[src/rtl/dmem_access_ctrl.sv]
// Data-memory access controller: sequences loads, word stores and sub-word read-modify-write
// stores onto a word-only RAM. Define DMEM_RMW_CNT_EN to add the rmw_cnt completed-RMW counter.
module dmem_access_ctrl #(
  parameter int ADDR_W = 12
) (
  input  logic              clk,
  input  logic              reset_n,
  input  logic              req_valid,
  output logic              req_ready,
  input  logic              req_we,
  input  logic [1:0]        req_size,
  input  logic              req_signed,
  input  logic [31:0]       req_addr,
  input  logic [31:0]       req_wdata,
  output logic              resp_valid,
  output logic              resp_err,
  output logic [31:0]       resp_rdata,
  output logic              mem_en,
  output logic              mem_we,
  output logic [ADDR_W-1:0] mem_addr,
  output logic [31:0]       mem_wdata,
`ifdef DMEM_RMW_CNT_EN
  output logic [15:0]       rmw_cnt,
`endif
  input  logic [31:0]       mem_rdata
);

  localparam logic [1:0] SZ_B = 2'b00;
  localparam logic [1:0] SZ_H = 2'b01;
  localparam logic [1:0] SZ_W = 2'b10;

  typedef enum logic [2:0] {IDLE, RD, MRG, WR, RESP} state_t;

  state_t      state;
  logic        we_q, sgn_q;
  logic [1:0]  size_q, off_q;
  logic [31:0] wdata_q;
  logic        bad;

  always_comb begin
    bad = (req_size == 2'b11)
        | ((req_size == SZ_H) & req_addr[0])
        | ((req_size == SZ_W) & (|req_addr[1:0]))
        | ((req_addr >> (ADDR_W + 2)) != 32'd0);
  end

  // Byte lanes touched by a store; every other lane keeps the value read in RD.
  logic [3:0] lane_sel;
  always_comb begin
    lane_sel = 4'b1111;
    case (size_q)
      SZ_B:    lane_sel = 4'b0001 << off_q;
      SZ_H:    lane_sel = off_q[1] ? 4'b1100 : 4'b0011;
      default: lane_sel = 4'b1111;
    endcase
  end

  logic [3:0][7:0] rd_lanes, wr_lanes, merged;
  assign rd_lanes = mem_rdata;

  for (genvar i = 0; i < 4; i++) begin : g_lane
    // Store data is right-aligned, so a byte replicates to all lanes and a half to both halves.
    assign wr_lanes[i] = (size_q == SZ_B) ? wdata_q[7:0] :
                         (size_q == SZ_H) ? wdata_q[8*(i%2) +: 8] :
                                            wdata_q[8*i +: 8];
    assign merged[i]   = lane_sel[i] ? wr_lanes[i] : rd_lanes[i];
  end

  logic [31:0] shifted, ld_data;
  assign shifted = mem_rdata >> {off_q, 3'b000};

  always_comb begin
    case (size_q)
      SZ_B:    ld_data = {{24{sgn_q & shifted[7]}}, shifted[7:0]};
      SZ_H:    ld_data = {{16{sgn_q & shifted[15]}}, shifted[15:0]};
      default: ld_data = shifted;
    endcase
  end

  always_ff @(posedge clk or negedge reset_n) begin
    if (!reset_n) begin
      state      <= IDLE;
      req_ready  <= 1'b1;
      resp_valid <= 1'b0;
      resp_err   <= 1'b0;
      resp_rdata <= '0;
      mem_en     <= 1'b0;
      mem_we     <= 1'b0;
      mem_addr   <= '0;
      mem_wdata  <= '0;
      we_q       <= 1'b0;
      sgn_q      <= 1'b0;
      size_q     <= '0;
      off_q      <= '0;
      wdata_q    <= '0;
`ifdef DMEM_RMW_CNT_EN
      rmw_cnt    <= '0;
`endif
    end else begin
      mem_en     <= 1'b0;
      mem_we     <= 1'b0;
      resp_valid <= 1'b0;
      case (state)
        IDLE: if (req_valid) begin
          we_q      <= req_we;
          sgn_q     <= req_signed;
          size_q    <= req_size;
          off_q     <= req_addr[1:0];
          wdata_q   <= req_wdata;
          req_ready <= 1'b0;
          if (bad) begin
            state      <= RESP;
            resp_valid <= 1'b1;
            resp_err   <= 1'b1;
            resp_rdata <= '0;
          end else if (req_we && req_size == SZ_W) begin
            state     <= WR;
            mem_en    <= 1'b1;
            mem_we    <= 1'b1;
            mem_addr  <= req_addr[ADDR_W+1:2];
            mem_wdata <= req_wdata;
          end else begin
            state    <= RD;
            mem_en   <= 1'b1;
            mem_addr <= req_addr[ADDR_W+1:2];
          end
        end
        RD: state <= MRG;
        MRG: if (we_q) begin
          state     <= WR;
          mem_en    <= 1'b1;
          mem_we    <= 1'b1;
          mem_wdata <= merged;
        end else begin
          state      <= RESP;
          resp_valid <= 1'b1;
          resp_err   <= 1'b0;
          resp_rdata <= ld_data;
        end
        WR: begin
          state      <= RESP;
          resp_valid <= 1'b1;
          resp_err   <= 1'b0;
          resp_rdata <= '0;
`ifdef DMEM_RMW_CNT_EN
          if (size_q != SZ_W && rmw_cnt != 16'hFFFF) rmw_cnt <= rmw_cnt + 16'd1;
`endif
        end
        RESP: begin
          state     <= IDLE;
          req_ready <= 1'b1;
        end
        default: begin
          state     <= IDLE;
          req_ready <= 1'b1;
        end
      endcase
    end
  end

endmodule

[config.mk]
export PLATFORM = sky130hd
export DESIGN_NAME = dmem_access_ctrl
export DESIGN_NICKNAME = d
export VERILOG_FILES = /design/src/rtl/dmem_access_ctrl.sv
export SDC_FILE = /design/constraint.sdc
export NUM_CORES = 1
export LEC_CHECK = 0
export CORE_MARGIN = 2
export CORE_UTILIZATION = 45
export DETAILED_ROUTE_END_ITERATION = 7
export GPL_ROUTABILITY_DRIVEN = 0
export PLACE_DENSITY = 0.86
export SLEW_MARGIN = 30
export SYNTH_ARGS = -nofsm -noshare
export SYNTH_HDL_FRONTEND = slang
export SYNTH_SLANG_ARGS = --single-unit
export TNS_END_PERCENT = 10
[constraint.sdc]
create_clock -name clk -period 6.4 [get_ports clk]
set_input_delay 0.96 -clock clk [delete_from_list [all_inputs] [get_ports clk]]
set_output_delay 0.96 -clock clk [all_outputs]
set_load 0.02 [all_outputs]
==> impl_metrics.py, run 1 <==
metrics = {
    "status": {
        "outcome": "complete, no violations",
    },
    "grt": {
        "overflow": 0,
        "grt_max_degree": 68,
        "first_global_vias": 5666,
        "track_usage_pct": 27.1,
        "grt_pass1_wl_um": 30900,
        "antenna_found_initial": 0,
    },
    "clock_tree": {
        "clk_pin_slew_ns": 0.06,
        "htreeDepth": 4,
        "root_buffer": "clkbuf_16",
        "ctsResizeCount": 0,
        "cts_max_path_buffers": 2,
        "cts_tree": "done",
        "cts_hold_buf": 0,
        "cts_buffers": 17,
        "clock_latency_ns": 0.42,
        "cts_setup_buffers": 0,
        "clock_sinks": 122,
    },
    "synthesis": {
        "async_reset_ff_share_pct": 100,
        "synth_cell_types": 47,
        "syn_nets": 754,
        "synthCells": 651,
        "syn_area_sq_mm": 0.00636,
        "dominantRegCellSynth": "dfrtp_1",
        "avgSynthCellArea_sq_um": 9.78,
        "synth.area.top_cells": "dfrtp_1, nand2_1, mux2_4, mux2_2, o21ai_0",
        "yosysTopAreaCell": "dfrtp_1",
        "ys_warn_count": 0,
        "synth_top_area_share_pct": 47.6,
        "ys_seq_elements": 122,
        "synth_edf_count": 0,
        "synth.yosys.seq_area_share_pct": 48.0,
    },
    "critical_path": {
        "arrival_ns": 3.38,
        "cp_cell_sequence": "clkdlybuf4s50_1, or4b_4, nor4_2, a21oi_4, buf_4, mux2_1",
        "crit_fanout": 39,
        "timing.rr.end": "mem_wdata[13]",
        "r2r-start": "size_q[0]",
        "critical_path.endpoint_type": "flip-flop",
        "start_kind": "primary input",
        "cp_num_buf_inv": 2,
        "worst_path_largest_cell_delay_ns": 0.70,
        "cp_top_family": "simple AND/OR/NAND/NOR gates",
        "critPathRequiredTime_ns": 6.70,
        "rrSetupSlack_ns": 3.81,
        "critPathSlowestCell": "or4b_4",
        "ff2ff_path_depth": 5,
        "path_class": "in -> reg",
    },
    "worst_hold_path": {
        "min_from": "wdata_q[22]",
        "hold-path-cell-count": 2,
        "worst_hold_path_type": "reg -> reg",
        "whs_endpoint": "wdata_q[22]",
    },
    "sta": {
        "min_period_ns": 3.09,
        "rsz0062_at_grt": "no",
        "finalCritPeriodShare_pct": 48.2,
        "slew_headroom_pct": 37.8,
        "worst_slew_pin_slew_ns": 0.933,
        "slew_viol_final": 0,
        "fmax_mhz": 324,
        "worst_clock_skew_ns": 0.00831,
        "setup_viol": 0,
        "setup_tns_ns": 0,
        "finalHoldViolCount": 0,
    },
    "floorplanning": {
        "core_area_sq_mm": 0.0138,
        "die_h_um": 123,
        "start_util_pct": 46.0,
        "ios": 184,
        "dieWidth_um": 123,
        "die_area_sq_mm": 0.0151,
        "rows": 43,
    },
    "power": {
        "p_comb_share_pct": 16.3,
        "swShare_pct": 28.3,
        "power_frac_clock_pct": 44.4,
        "power.leakage_nw": 4.02,
        "p_int_mw": 1.55,
        "ir_drop_v": 0.000207,
        "p_seq_share_pct": 39.3,
        "power_switching_uw": 614,
        "p_per_area_mw_per_mm2": 243,
    },
    "detailed_routing": {
        "drtIter0Drc": 932,
        "ant_nets": 0,
        "dr.pass1.iters": 8,
        "wl_per_cell_um": 20.0,
        "routed_wl_um": 20100,
        "vias": 5961,
        "vias_per_cell": 5.93,
        "drc": 0,
    },
    "final_layout": {
        "nNetsFinal": 916,
        "drive_above_1_share_pct": 12.6,
        "n_antenna_cell": 0,
        "fin_cells": 1006,
        "area_growth_pct": 39.8,
    },
    "place": {
        "portBuffers": 183,
        "dpl.cell_count": 974,
        "dpl.hpwl_um": 14200,
    },
    "flow_run": {
        "drv_cap": 0,
    },
}
[power by group through the flow]
stage               logic [mW]  registers [mW]  clock network [mW]
CTS                      0.345           0.848               0.968
floorplan                0.200           0.842                   0
finish                   0.353           0.852               0.961
detailed placement       0.342           0.862                   0
global placement         0.334           0.860                   0
global route             0.380           0.854                1.01
[worst register-to-register path, cell delays in order (launching register included)]
cell      delay (ns)
dfrtp_1         0.95
nor2_1          0.17
o21ai_1         0.56
o221ai_1        0.31
o21ai_0         0.34
mux2_4          0.21
[per-stage QoR]
step	total power, mW	instance area (sq um)	utilization [%]	hold slack [ns]	setup WS (ns)
floorplan	1.04	6360	-	0.440	3.93
global placement	1.19	8300	60.0	0.454	2.96
detailed placement	1.20	8300	60.0	0.462	2.87
CTS	2.16	8900	64.3	0.477	3.30
global route	2.24	8900	64.3	0.502	3.25
finish	2.17	8900	64.3	0.477	3.31
[layout make-up]
type / count / area, sq um
multi-input cells: 473 / 3090
well taps: 180 / 225
flip-flops and latches: 122 / 3050
clock inverters: 13 / 144
fillers: 1072 / 4930
clock buffers: 19 / 453
repair buffers: 193 / 1900
inverters: 6 / 22.5
[cells in the final DEF, fill, tap and decap left out, drive strengths merged, types with 3 or more instances in the layout]
cell,count
nor4,7
o21ai,57
a22oi,7
mux2,54
clkinvlp,4
o311ai,7
nand3,9
clkbuf,19
nor4b,9
a21oi,32
a222oi,8
nor2,32
o221ai,8
dfrtp,121
o31ai,10
o22ai,7
inv,7
nand2,147
mux2i,25
a221o,16
nor2b,11
nand2b,3
nor3,8
clkinv,6
clkdlybuf4s50,182
buf,11
[cell families (layout without fill, tap and decap cells)]
family                 after synthesis  count (layout)  synth area share (%)
and+or+nand+nor                    235             235                  16.7
muxes                               79              79                  14.9
buffers and inverters               56             231                  3.91
AOI/OAI and AO/OA                  159             159                  16.5
DFF                                122             122                  48.0
[synthesized netlist by cell type (4+ instances only)]
cell type and number:
a21oi_1 30, a221o_1 16, a222oi_1 8, a22oi_1 7, buf_2 10, clkbuf_1 35, dfrtp_1 121, inv_1 5
mux2_1 5, mux2_2 25, mux2_4 24, mux2i_1 25, nand2_1 147, nand3_1 9, nor2_1 32, nor2b_1 11
nor3_1 8, nor4_1 4, nor4b_1 9, o21ai_0 54, o221ai_1 8, o22ai_1 7, o311ai_0 7, o31ai_1 10
[state kept, by name, summed over array words and instances (netlist names)]
| signal | flops |
|---|---|
| req_ready | 1 |
| resp_valid | 1 |
| size_q | 2 |
| wdata_q | 32 |
| mem_en | 1 |
| we_q | 1 |
| mem_addr | 12 |
| mem_wdata | 32 |
| resp_err | 1 |
| sgn_q | 1 |
| off_q | 2 |
| state | 3 |
| mem_we | 1 |
| resp_rdata | 32 |
[worst max-delay path by stage]
stage                     startpoint            end  slack, ns  depth (start not counted)
final                      req_valid  mem_wdata[16]       3.31                          6
after global routing       req_valid  mem_wdata[16]       3.25                          6
after CTS                  req_valid  mem_wdata[16]       3.30                          6
after detailed placement   req_valid  mem_wdata[16]       2.87                          6
after global placement     req_valid  mem_wdata[16]       2.96                          6
after floorplan            req_valid   mem_addr[10]       3.93                          4
[routing by layer]
metal	wire length, um	global-route usage, %
met5	0	0
met4	575	10.3
met3	2510	8.44
met2	9110	40.3
met1	7890	37.1
(Power assumes the default switching activity.)
==> run 2, diff against run 1 <==
CORE_UTILIZATION = 43   (was 45)
clock period = 2.8 ns   (was 6.4 ns; I/O delays follow)
==> run 2 against run 1 <==
The flow now finishes with violations (design-rule violations). Clock power up 130%. Non-clock buffer count up 8. Sequential power up 130%. Register-to-register slack worse by 3.2 ns. Sequential share of layout area down 0.46 points. Power up 130%. Largest cell class unchanged.
==> impl_metrics.py, run 2 (synthesized netlist as in run 1, its figures left out) <==
metrics = {
    "final_layout": {
        "n_antenna_cell": 0,
        "area_growth_pct": 41.7,
        "drive_above_1_share_pct": 12.9,
        "final_common_cell": "clkdlybuf4s50_1",
        "nNetsFinal": 924,
        "post-route-cell-area_sq_mm": 0.00902,
        "reg_top3": "mem_wdata (32), resp_rdata (32), wdata_q (32)",
        "layout_common_cells": "clkdlybuf4s50_1, nand2_1, dfrtp_1, o21ai_0, nor2_1",
    },
    "detailed_routing": {
        "vias_per_cell": 5.86,
        "drtIter0Drc": 855,
        "ant_nets": 0,
        "drc": 4,
        "wl_per_cell_um": 19.7,
        "dr.pass1.iters": 8,
        "routed_wl_um": 20000,
        "vias": 5962,
    },
    "power": {
        "total_power_mw": 4.95,
        "ir_drop_v": 0.000468,
        "power.leakage_nw": 4.09,
        "p_per_area_mw_per_mm2": 549,
    },
    "worst_hold_path": {
        "worst_hold_path_type": "in -> async",
    },
    "clock_tree": {
        "cts_tree": "done",
        "clk_pin_slew_ns": 0.05,
        "clock_latency_ns": 0.42,
        "htreeDepth": 4,
        "cts_buffers": 17,
        "ctsResizeCount": 0,
        "cts_max_path_buffers": 2,
        "root_buffer": "clkbuf_16",
        "clock_sinks": 122,
        "cts_setup_buffers": 0,
        "cts_hold_buf": 0,
    },
    "floorplanning": {
        "dieWidth_um": 126,
        "rows": 44,
        "die_h_um": 126,
        "start_util_pct": 44.0,
        "die_area_sq_mm": 0.0158,
        "ios": 184,
        "core_area_sq_mm": 0.0145,
    },
    "critical_path": {
        "start_kind": "flip-flop",
        "crit_fanout": 33,
        "path_class": "reg -> reg",
        "critPathRequiredTime_ns": 3.10,
        "arrival_ns": 2.52,
        "critical_path.endpoint_type": "flip-flop",
    },
    "status": {
        "outcome": "complete, but fails checks",
        "violations": "design-rule violations",
    },
    "grt": {
        "grt_max_degree": 55,
        "antenna_found_initial": 0,
        "track_usage_pct": 25.6,
        "overflow": 0,
        "grt_pass1_wl_um": 31300,
        "first_global_vias": 5610,
    },
    "sta": {
        "fmax_mhz": 450,
        "worst_clock_skew_ns": 0.00917,
        "finalHoldViolCount": 0,
        "worst_slew_pin_slew_ns": 0.739,
        "setup_viol": 0,
        "finalCritPeriodShare_pct": 79.4,
        "setup_tns_ns": 0,
        "rsz0062_at_grt": "no",
        "slew_headroom_pct": 50.7,
        "min_period_ns": 2.22,
        "slew_viol_final": 0,
    },
    "place": {
        "portBuffers": 183,
        "place_area_sq_mm": 0.00842,
        "dpl.hpwl_um": 14500,
    },
    "flow_run": {
        "drv_cap": 0,
    },
}
[run 2: critical path: stages, from the launching register on]
cell and delay, ns:
dfrtp_1 0.44, or4b_4 0.59, nor4_2 0.43, a21oi_4 0.06
buf_12 0.19, mux2_1 0.35
[run 2: area by class of cell]
type	instances	area, sq um
tap	184	230
clock buffer	25	505
inverter	6	22.5
multi-input combinational	473	3090
timing repair buffer	201	2030
sequential	122	3050
clock inverter	7	87.6
fill	1173	5460
[run 2: path summary, 6_finish.rpt]
check / from / endpoint / slack, ns / cells after the start
hold reg to reg: resp_rdata[5] / resp_rdata[5] / 0.48 / 2
setup reg to reg: state[2] / mem_wdata[16] / 0.58 / 5
hold / removal: reset_n / resp_rdata[19] / 0.04 / 1
setup / recovery: state[2] / mem_wdata[16] / 0.58 / 5
max in group asynchronous: reset_n / req_ready / 1.99 / 2
min in group clk: resp_rdata[5] / resp_rdata[5] / 0.48 / 2
[run 2: routing by layer]
metal | vias to the layer above | global-route usage, % | routed length [um]
met1 | 2861 | 34.9 | 8290
met5 | - | 0 | 0
li1 | 2691 | - | -
met4 | 0 | 9.48 | 635
met3 | 59 | 6.33 | 1890
met2 | 351 | 39.7 | 9220
[run 2: per-stage QoR]
stage,hold WS [ns],instances,utilization [%],setup WS (ns)
after global routing,0.0865,1018,62.3,0.421
after detailed placement,0.463,986,58.2,0.213
after floorplan,0.124,651,-,0.797
final,0.0408,1018,62.3,0.578
after CTS,0.0599,1018,62.3,0.579
after global placement,0.457,986,58.2,0.271
[run 2: report_power, final]
group,switching (mW),leakage [nW],internal (mW)
Clock,0.763,0.293,1.42
Combinational,0.453,2.17,0.364
Sequential,0.106,1.63,1.84
Total,1.32,4.09,3.63
==> run 3, diff against run 2 <==
CORE_UTILIZATION = 45   (was 43)
clock period = 2.2 ns   (was 2.8 ns; I/O delays follow)
==> run 3 against run 2 <==
The run now ends clean. Sequential cell count unchanged. Combinational power up 37%. Register-to-register slack got worse by 0.46 ns. Critical path depth unchanged. Clock-buffer cell count fell by 7. Clock power up 30%. Non-clock buffer count grew 26. Critical path type unchanged. Largest power group unchanged. Highest routed layer unchanged.
==> impl_metrics.py, run 3 (synthesized netlist as in run 1, its figures left out) <==
metrics = {
    "final_layout": {
        "n_antenna_cell": 0,
        "reg_top3": "mem_wdata (32), resp_rdata (32), wdata_q (32)",
        "drive_above_1_share_pct": 15.7,
        "fin_util_pct": 66.9,
        "layout_common_cells": "clkdlybuf4s50_1, nand2_1, dfrtp_1, o21ai_0, buf_4",
        "fin_cells": 1040,
        "area_growth_pct": 45.4,
        "post-route-cell-area_sq_mm": 0.00925,
        "nNetsFinal": 950,
        "final_common_cell": "clkdlybuf4s50_1",
        "fillers": 1022,
    },
    "clock_tree": {
        "cts_tree": "done",
        "clk_pin_slew_ns": 0.06,
        "clock_latency_ns": 0.42,
        "cts_max_path_buffers": 2,
        "cts_buffers": 17,
        "clock_sinks": 122,
        "cts_setup_buffers": 0,
        "root_buffer": "clkbuf_16",
        "htreeDepth": 4,
    },
    "critical_path": {
        "start_kind": "flip-flop",
        "crit_fanout": 12,
        "cpMostUsedCell": "buf_4",
        "critPathSlowestCell": "or4b_4",
        "arrival_ns": 2.38,
        "cp_num_buf_inv": 2,
        "cp.depth": 5,
        "worst_path_largest_cell_delay_ns": 0.55,
        "rrSetupSlack_ns": 0.12,
        "critPathRequiredTime_ns": 2.50,
        "timing.rr.end": "mem_addr[11]",
        "critical_path.endpoint_type": "flip-flop",
        "cp_top_family": "simple AND/OR/NAND/NOR gates",
        "path_class": "reg -> reg",
        "cp_cell_sequence": "or4b_4, buf_4, nor4_2, buf_4, mux2_2",
        "r2r-start": "state[0]",
        "ff2ff_path_depth": 5,
    },
    "sta": {
        "rsz0062_at_grt": "no",
        "min_period_ns": 2.08,
        "setup_tns_ns": 0,
        "slew_viol_final": 0,
        "fmax_mhz": 480,
        "finalHoldViolCount": 0,
        "setup_viol": 0,
        "worst_clock_skew_ns": 0.00681,
        "hold-worst-slack_ns": 0.403,
        "finalCritPeriodShare_pct": 94.6,
        "setup_ws_ns": 0.118,
        "worst_slew_pin_slew_ns": 0.608,
        "slew_headroom_pct": 59.2,
    },
    "power": {
        "power_frac_clock_pct": 44.0,
        "total_power_mw": 6.42,
        "ir_drop_v": 0.000454,
        "p_int_mw": 4.64,
        "p_comb_share_pct": 17.4,
        "p_per_area_mw_per_mm2": 693,
        "p_seq_share_pct": 38.6,
        "power.leakage_nw": 4.22,
        "swShare_pct": 27.7,
        "power_switching_mw": 1.78,
    },
    "grt": {
        "overflow": 0,
        "grt_pass1_wl_um": 31600,
        "track_usage_pct": 27.8,
        "first_global_vias": 5812,
        "antenna_found_initial": 0,
        "grt_max_degree": 57,
    },
    "floorplanning": {
        "die_h_um": 123,
        "die_area_sq_mm": 0.0151,
        "core_area_sq_mm": 0.0138,
        "ios": 184,
        "dieWidth_um": 123,
        "rows": 43,
        "start_util_pct": 46.0,
    },
    "detailed_routing": {
        "drc": 0,
        "dr.pass1.iters": 7,
        "ant_nets": 0,
        "vias_per_cell": 5.80,
        "vias": 6030,
        "routed_wl_um": 20500,
        "wl_per_cell_um": 19.7,
        "drtIter0Drc": 882,
    },
    "status": {
        "outcome": "complete, no violations",
    },
    "place": {
        "dp_slack_ns": -0.305,
        "place_area_sq_mm": 0.00863,
        "dpl.cell_count": 1007,
        "dpl.hpwl_um": 15100,
        "portBuffers": 183,
    },
    "worst_hold_path": {
        "worst_hold_path_type": "in -> async",
    },
    "flow_run": {
        "drv_cap": 0,
    },
}
run 3: changes by cell type in the layout (fill, tap and decap cells not counted), sizes merged:
cell,change
buf,+25
clkbuf,-7
bufinv,+1
inv,+1
clkinvlp,+3
clkinv,+2
dlygate4sd3,+1
run 3: metal layers:
layer	track usage [%]	share of wire [%]
met2	43.9	46
met3	7.56	11
met5	0	0
met4	9.27	2.8
met1	37.2	40
run 3: power by group through the flow:
stage / sequential, mW / clock (mW) / combinational [mW]
2_1_floorplan: 2.45 / 0 / 0.581
4_1_cts: 2.47 / 2.84 / 1.09
6_report: 2.47 / 2.83 / 1.12
3_5_place_dp: 2.50 / 0 / 1.08
3_3_place_gp: 2.50 / 0 / 1.06
5_1_grt: 2.48 / 2.95 / 1.20
run 3: what timing repair did:
item / CTS / global route
resized for setup: 0 / 2
endpoints found under the setup margin: 0 / 12
hold endpoints to repair: 28 / 0
hold buffers: 1 / 0
run 3: worst max path at each step:
| stage | startpoint | to | slack [ns] |
|---|---|---|---|
| 2_1_floorplan | state[2] | mem_addr[10] | 0.20 |
| 3_3_place_gp | req_valid | mem_wdata[16] | -0.22 |
| 3_5_place_dp | req_valid | mem_addr[5] | -0.30 |
| 4_1_cts | state[2] | mem_wdata[22] | 0.02 |
| 5_1_grt | off_q[0] | mem_wdata[13] | 0.04 |
| 6_report | state[0] | mem_addr[11] | 0.12 |
run 3: area by class of cell:
class	count	area, sq um	share of cell area (%)
inverters	6	22.5	0.243
clock buffers	18	429	4.64
well taps	180	225	2.43
clock inverters	14	174	1.88
multi-input cells	473	3100	33.5
flip-flops and latches	122	3050	33.0
repair buffers	227	2250	24.3
